**src/rtl/demux1to8_buf.sv**
```systemverilog
// 1-to-8 routing demultiplexer with a one-entry valid/ready buffer per output slot.
// Occupancy count and full flag are registered alongside the slot flags so they always agree.
module demux1to8_buf #(
  parameter int WIDTH = 32
) (
  input  logic             clk,
  input  logic             rst_n,
  input  logic [WIDTH-1:0] in_data,
  input  logic [2:0]       in_sel,
  input  logic             in_valid,
  output logic             in_ready,
  output logic [WIDTH-1:0] out0,
  output logic [WIDTH-1:0] out1,
  output logic [WIDTH-1:0] out2,
  output logic [WIDTH-1:0] out3,
  output logic [WIDTH-1:0] out4,
  output logic [WIDTH-1:0] out5,
  output logic [WIDTH-1:0] out6,
  output logic [WIDTH-1:0] out7,
  output logic [7:0]       out_valid,
  input  logic [7:0]       out_ready,
  output logic [3:0]       occ,
  output logic             all_full
);

  logic [WIDTH-1:0] slot_data [8];
  logic [7:0]       load;
  logic [7:0]       valid_nxt;
  logic [3:0]       occ_nxt;
  logic             accept;

  // A slot can take a new word if it is empty or is being drained on this same edge.
  assign in_ready = !out_valid[in_sel] || out_ready[in_sel];
  assign accept   = in_valid && in_ready;

  always_comb begin
    load = '0;
    if (accept) begin
      load[in_sel] = 1'b1;
    end
    // out_ready on an empty slot clears nothing, so masking with ~out_ready is safe.
    valid_nxt = load | (out_valid & ~out_ready);
    occ_nxt   = '0;
    for (int i = 0; i < 8; i++) begin
      occ_nxt = occ_nxt + {3'b000, valid_nxt[i]};
    end
  end

  always_ff @(posedge clk or negedge rst_n) begin
    if (!rst_n) begin
      out_valid <= '0;
      occ       <= '0;
      all_full  <= 1'b0;
      for (int i = 0; i < 8; i++) begin
        slot_data[i] <= '0;
      end
    end else begin
      out_valid <= valid_nxt;
      occ       <= occ_nxt;
      all_full  <= (occ_nxt == 4'd8);
      for (int i = 0; i < 8; i++) begin
        if (load[i]) begin
          slot_data[i] <= in_data;
        end
      end
    end
  end

  assign out0 = slot_data[0];
  assign out1 = slot_data[1];
  assign out2 = slot_data[2];
  assign out3 = slot_data[3];
  assign out4 = slot_data[4];
  assign out5 = slot_data[5];
  assign out6 = slot_data[6];
  assign out7 = slot_data[7];

endmodule

```
**config.mk**
```make
export PLATFORM = sky130hd
export DESIGN_NAME = demux1to8_buf
export DESIGN_NICKNAME = d
export VERILOG_FILES = /design/src/rtl/demux1to8_buf.sv
export SDC_FILE = /design/constraint.sdc
export NUM_CORES = 1
export LEC_CHECK = 0
export ABC_CLOCK_PERIOD_IN_PS = 3900
export CORE_MARGIN = 5
export CORE_UTILIZATION = 30
export DETAILED_ROUTE_END_ITERATION = 12
export PLACE_DENSITY = 0.68
export SYNTH_ARGS = -nofsm -noshare
export SYNTH_HDL_FRONTEND = slang
export SYNTH_SLANG_ARGS = --single-unit
export TNS_END_PERCENT = 100
```
**constraint.sdc**
```tcl
create_clock -name clk -period 3.9 [get_ports clk]
set_clock_uncertainty 0.15 [all_clocks]
set_input_delay 0.78 -clock clk [delete_from_list [all_inputs] [get_ports clk]]
set_output_delay 0.78 -clock clk [all_outputs]
set_load 0.05 [all_outputs]
```
---- Word level (Yosys, flattened, before mapping) ----
Index checks and enable logic that the tools add are counted.
operators by class
  order comparisons ....................... 2
  eq/ne operators ......................... 1
  reductions and logical operators ........ 4
  $add $sub $neg .......................... 7
  muxes and demuxes ....................... 7
  bitwise operators ....................... 3
operators by type and width
  kind                                                                   count
  4-bit by 1-bit adder with 4-bit output                                 4
  8-bit AND                                                              1
  8-bit 2-to-1 mux                                                       1
  8-bit inverter                                                         1
  8-bit bitwise OR                                                       1
  1-bit binary-select mux with 3-bit select                              2
  3-bit by 1-bit adder with 4-bit output                                 1
  4-bit == test, second input constant                                   1
  3-bit by 4-bit < comparator with 1-bit output, second input constant   1
  2-bit by 1-bit adder with 3-bit output                                 1
  1-bit demux with 3-bit select                                          1
  3-bit by 1-bit >= comparator with 1-bit output, second input constant  1
  1-bit 2-to-1 mux                                                       3
  1-bit by 1-bit adder with 2-bit output                                 1
  1-bit logical AND                                                      2
  1-bit zero test                                                        1
  1-bit logical OR                                                       1
storage, ports and cells
  output and inout bits ................... 270
  input port bits ......................... 46
  register bits after elaboration ......... 269
  logic and storage cells ................. 35

---- Longest topological paths before layout ----
  word-level depth ........................ 15
  gate-level depth with buffers ........... 16
  mapped depth without buffers ............ 14

---- Least setup slack after synthesis ----
OpenSTA, ideal clock, no wires.
  path type ............................... input-to-reg
  start point ............................. input port in_sel[2]
  end point ............................... register all_full
  arrival time ............................ 4.644 ns
  stages on the path ...................... 15
  setup time .............................. 0.105 ns
  data required time ...................... 3.645 ns
  path buffers ............................ 2
  slack ................................... -0.999 ns
  path through ............................ buf_6 -> mux2i_4 -> o32ai_4 -> a2111oi_4 -> buf_2 -> a21oi_1 -> fa_1 -> inv_1 -> fa_1 -> fa_1 -> ha_1 -> inv_1 -> fa_1 -> inv_1 -> nor4b_1
between the ends
  cells in the longest elaborated chain, start to end .. 15
  elaborated cells on any way between the ends .. 22
  those cells by class .................... 7 x add/sub; 2 x order compare; 1 x eq/ne; 7 x mux; 1 x bitwise; 4 x reduce/logical
ends and longest elaborated chain
  item                                                                                                   line  text
  from (decl)                                                                                            9     input logic [2:0] in_sel,
  parallel branches: the longest is 5 deep, another holds 3-bit by 4-bit < comparator with 1-bit output  --
  8-bit 2-to-1 mux (*)                                                                                   38    if (accept) begin
  8-bit bitwise OR (*)                                                                                   42    valid_nxt = load | (out_valid & ~out_ready);
  1-bit by 1-bit adder with 2-bit output                                                                 45    occ_nxt = occ_nxt + {3'b000, valid_nxt[i]};
  2-bit by 1-bit adder with 3-bit output                                                                 45
  3-bit by 1-bit adder with 4-bit output                                                                 45
  4-bit by 1-bit adder with 4-bit output (3 in series)                                                   45
  4-bit by 1-bit adder with 4-bit output (*)                                                             45
  via occ_nxt[1]                                                                                         29    logic [3:0] occ_nxt;
  4-bit == test (*)                                                                                      60    all_full <= (occ_nxt == 4'd8);
  to (signal assigned)                                                                                   60
  to (decl)                                                                                              23    output logic all_full
Mark *: on every way through the listed nets, which the timed path passes. The select of a mux whose other input is x is not followed.
A chain may end at the register's enable or synchronous reset.

---- Worst setup path in the final report ----
  start point ............................. input port in_sel[1]
  end point ............................... register all_full
The elaborated chain is that of the path after synthesis.

==> flow_summary_export.csv <==
group,metric,value,unit
critical_path,worstSetupEndpointType,"flip-flop",
floorplanning,rows,68,
yosys,async_reset_ff_share,100,%
global_routing,antenna_found_initial,0,
yosys,synth_xor_area_share,0.0833,%
critical_path,crit_type,"in2reg",
clock_tree,cts_buffers,30,
sta,rsz0062_at_grt,"true",
global_routing,grt_util_met3,4.90,%
layout,fillers,3089,
sta,finalSetupViolations,2,
global_routing,top_usage_layer,"met2",
drt,drtIter0Drc,159,
sta,fin_tns_setup,-209,ps
clock_tree,clockBufferDepth,3,
global_routing,gr-total-overflow,0,
clock_tree,cts_sinks,269,
sta,slew_headroom,45.9,%
yosys,syn_inst,626,
clock_tree,hold_buffers,0,
floorplanning,dieArea,0.0389,mm²
drt,vias_per_cell,4.60,
power_and_ir_drop,p_per_area,725,mW/mm²
critical_path,arrival,4350,ps
floorplanning,start_util,30.4,%
global_routing,use_met1,18.6,%
floorplanning,num_io_pins,316,
clock_tree,cts_tree,"built",
critical_path,cp_data_required_time,4200,ps
yosys,syn-cell-area,0.0105,mm²
global_routing,grt_max_degree,100,
status,status,"complete, but fails checks",
global_routing,track_usage,15.3,%
layout,antenna_cells,0,
layout,layout-drive-gt1-share,38.0,%
global_routing,grt_pass1_wl,46700,µm
power_and_ir_drop,vdd_drop_max,0.570,mV
yosys,postSynthAreaPerCell,16.8,µm²
yosys,synth-edff-count,0,
drt,drt-total-wl,30600,µm
placed_design,pre_cts_ws,-1120,ps
global_routing,grt_pass1_vias,7344,
yosys,synth_seq_area_share,64.0,%
yosys,synthSimpleGateAreaFrac,0.988,%
clock_tree,clkSlewWorstSetupHoldPaths,60,ps
yosys,synth_ff_type,"dfrtp_1",
drt,routed-via-count,6787,
layout,multi_input_area,0.00369,mm²
placed_design,hpwl,20300,µm
clock_tree,clkLatencyLatePin,540,ps
yosys,synthMuxAreaShare,29.2,%
power_and_ir_drop,power_leakage,6.76,nW
floorplanning,fp.dieW,197,µm
critical_path,rr_startpoint,"out_valid[7]$_DFF_PN0_",
placed_design,port_buffers,315,
clock_tree,clk_root_buffer_cell,"clkbuf_16",
yosys,synth_cell_types,37,
sta,period_minus_slack,4050,ps
critical_path,startpoint,"in_sel[1]",
yosys,synth_fa_ha_area_share,1.12,%
min_path,hold_path.class,"in2async",
placed_design,gp_congestion,0.889,
floorplanning,die_y,197,µm
layout,register_area,0.00673,mm²
yosys,ys_seq_elements,269,
status,violations,"negative setup slack",
yosys,synth_fp_nets,679,
yosys,yosys_warnings,0,
sta,clock.fmax,247,MHz
drt,wire_per_inst,20.8,µm
drt,dr.pass1.iters,4,
flow_run,cap_viol_max_count,0,
drt,drtAntennaViolNets,0,
yosys,synth_top_family_by_area,"multiplexers",
floorplanning,core_area,0.0345,mm²
yosys,synth_compound_area_share,2.26,%
sta,finalMaxSlewViolations,0,
clock_tree,htree_levels,1,
sta,finalCritPeriodShare,104,%
critical_path,cp_max_fo,5,
layout,finalNetCount,1051,
drt,drcViolationCount,0,
sta,fin_ws,-153,ps
sta,worstMarginPinSlew,812,ps
layout,area_delta_synth_final,48.9,%
global_routing,use_met2,25.5,%
sta,hold_violations,0,
critical_path,cp-start-kind,"primary input",
## final cells by class
type | instances | area share (%)
Sequential cell | 269 | 43.0
Tap cell | 455 | 3.64
Clock inverter | 10 | 0.735
Timing Repair Buffer | 369 | 23.0
Inverter | 19 | 0.463
Multi-Input combinational cell | 309 | 23.6
Clock buffer | 43 | 5.62
## worst max-delay path: stages
cell and delay, ps:
buf_6 100, buf_6 130, buf_6 120, nand4b_1 150, o311ai_4 140, nor2_4 160
o21ai_4 60, o21a_1 120, fa_1 560, inv_2 40, fa_1 490, fa_1 530
ha_4 140, inv_2 30, fa_2 520, inv_2 40, nor4b_2 230
## where the power goes
| group | switching, mW | internal [mW] | total, mW | leakage (nW) |
|---|---|---|---|---|
| sequential | 0.345 | 3.44 | 3.79 | 3.25 |
| clock | 1.11 | 1.69 | 2.80 | 0.496 |
| combinational | 3.09 | 1.68 | 4.77 | 3.02 |
| total | 4.54 | 6.81 | 11.4 | 6.76 |
## routing by layer
layer / up-vias / wire length (µm)
met4: 0 / 1280
met1: 3503 / 12000
met3: 68 / 2450
met5: - / 0
li1: 2968 / -
met2: 248 / 14900
## kinds of logic (layout without fill, tap and decap cells)
family,count (synthesis),count (layout)
xor+xnor,1,1
mux,263,263
fa+ha+maj,7,7
flops,269,269
simple gates,17,17
compound gates,21,21
buf+inv,48,441
## layout by cell type, fill, tap and decap left out, types with 3 or more instances in the layout
cell type,synthesis,final
buf_6,4,5
inv_1,18,14
o21ai_0,4,3
a21o_1,3,3
buf_4,0,48
clkdlybuf4s50_1,0,307
dlygate4sd2_1,0,3
mux2_1,6,6
a2111oi_4,3,3
fa_1,4,3
clkbuf_16,0,30
mux2_4,29,29
dfrtp_1,269,269
clkbuf_8,0,8
mux2_2,222,222
clkbuf_1,1,5
inv_2,0,4
nand2_1,5,5
buf_12,0,3
clkinv_2,0,7
## metrics by stage
step	hold WS [ps]	instances	power [mW]	cell area, µm²	util (%)
floorplan	334	626	6.80	10600	-
global placement	318	1409	8.56	14500	42.0
detailed placement	326	1409	8.61	14500	42.0
CTS	159	1469	11.5	15600	45.1
global route	206	1474	11.8	15700	45.3
finish	150	1474	11.4	15700	45.3
## what timing repair did
action / CTS / global route
cloned: 1 / 0
endpoints found under the hold margin: 0 / 0
buffers inserted: 6 / 5
pin swaps: 11 / 11
gates resized for setup: 27 / 11
endpoints found under the setup margin: 4 / 3
## worst paths after layout
| check | endpoint | slack (ps) | depth (start not counted) |
|---|---|---|---|
| worst max-delay path | all_full$_DFF_PN0_ | -150 | 17 |
| worst min-delay path | out1[0]$_DFFE_PN0P_ | 150 | 1 |
| worst max register to register | all_full$_DFF_PN0_ | -120 | 13 |
| worst min register to register | out3[30]$_DFFE_PN0P_ | 330 | 1 |
| max in group asynchronous | out2[12]$_DFFE_PN0P_ | 2610 | 2 |
| min in group clk | out3[30]$_DFFE_PN0P_ | 330 | 1 |
## state kept, by name (all words and copies together), names as in the netlist
register   cells
out0          32
out1          32
out2          32
out3          32
out4          32
out5          32
out6          32
out7          32
out_valid      8
occ            4
all_full       1
## synthesized netlist by cell type, drive strengths merged (2+ instances only)
master	instances	area (µm²)
nor2b	2	12.5
nand2	5	18.8
a2111oi	3	82.6
buf	28	165
ha	3	37.5
fa	4	80.1
a21o	3	22.5
nor2	2	7.51
inv	18	67.6
mux2i	6	72.6
a21oi	2	10.0
mux2	257	3000
o2111ai	2	23.8
o21ai	6	37.5
dfrtp	269	6730
(Power assumes the default switching activity.)
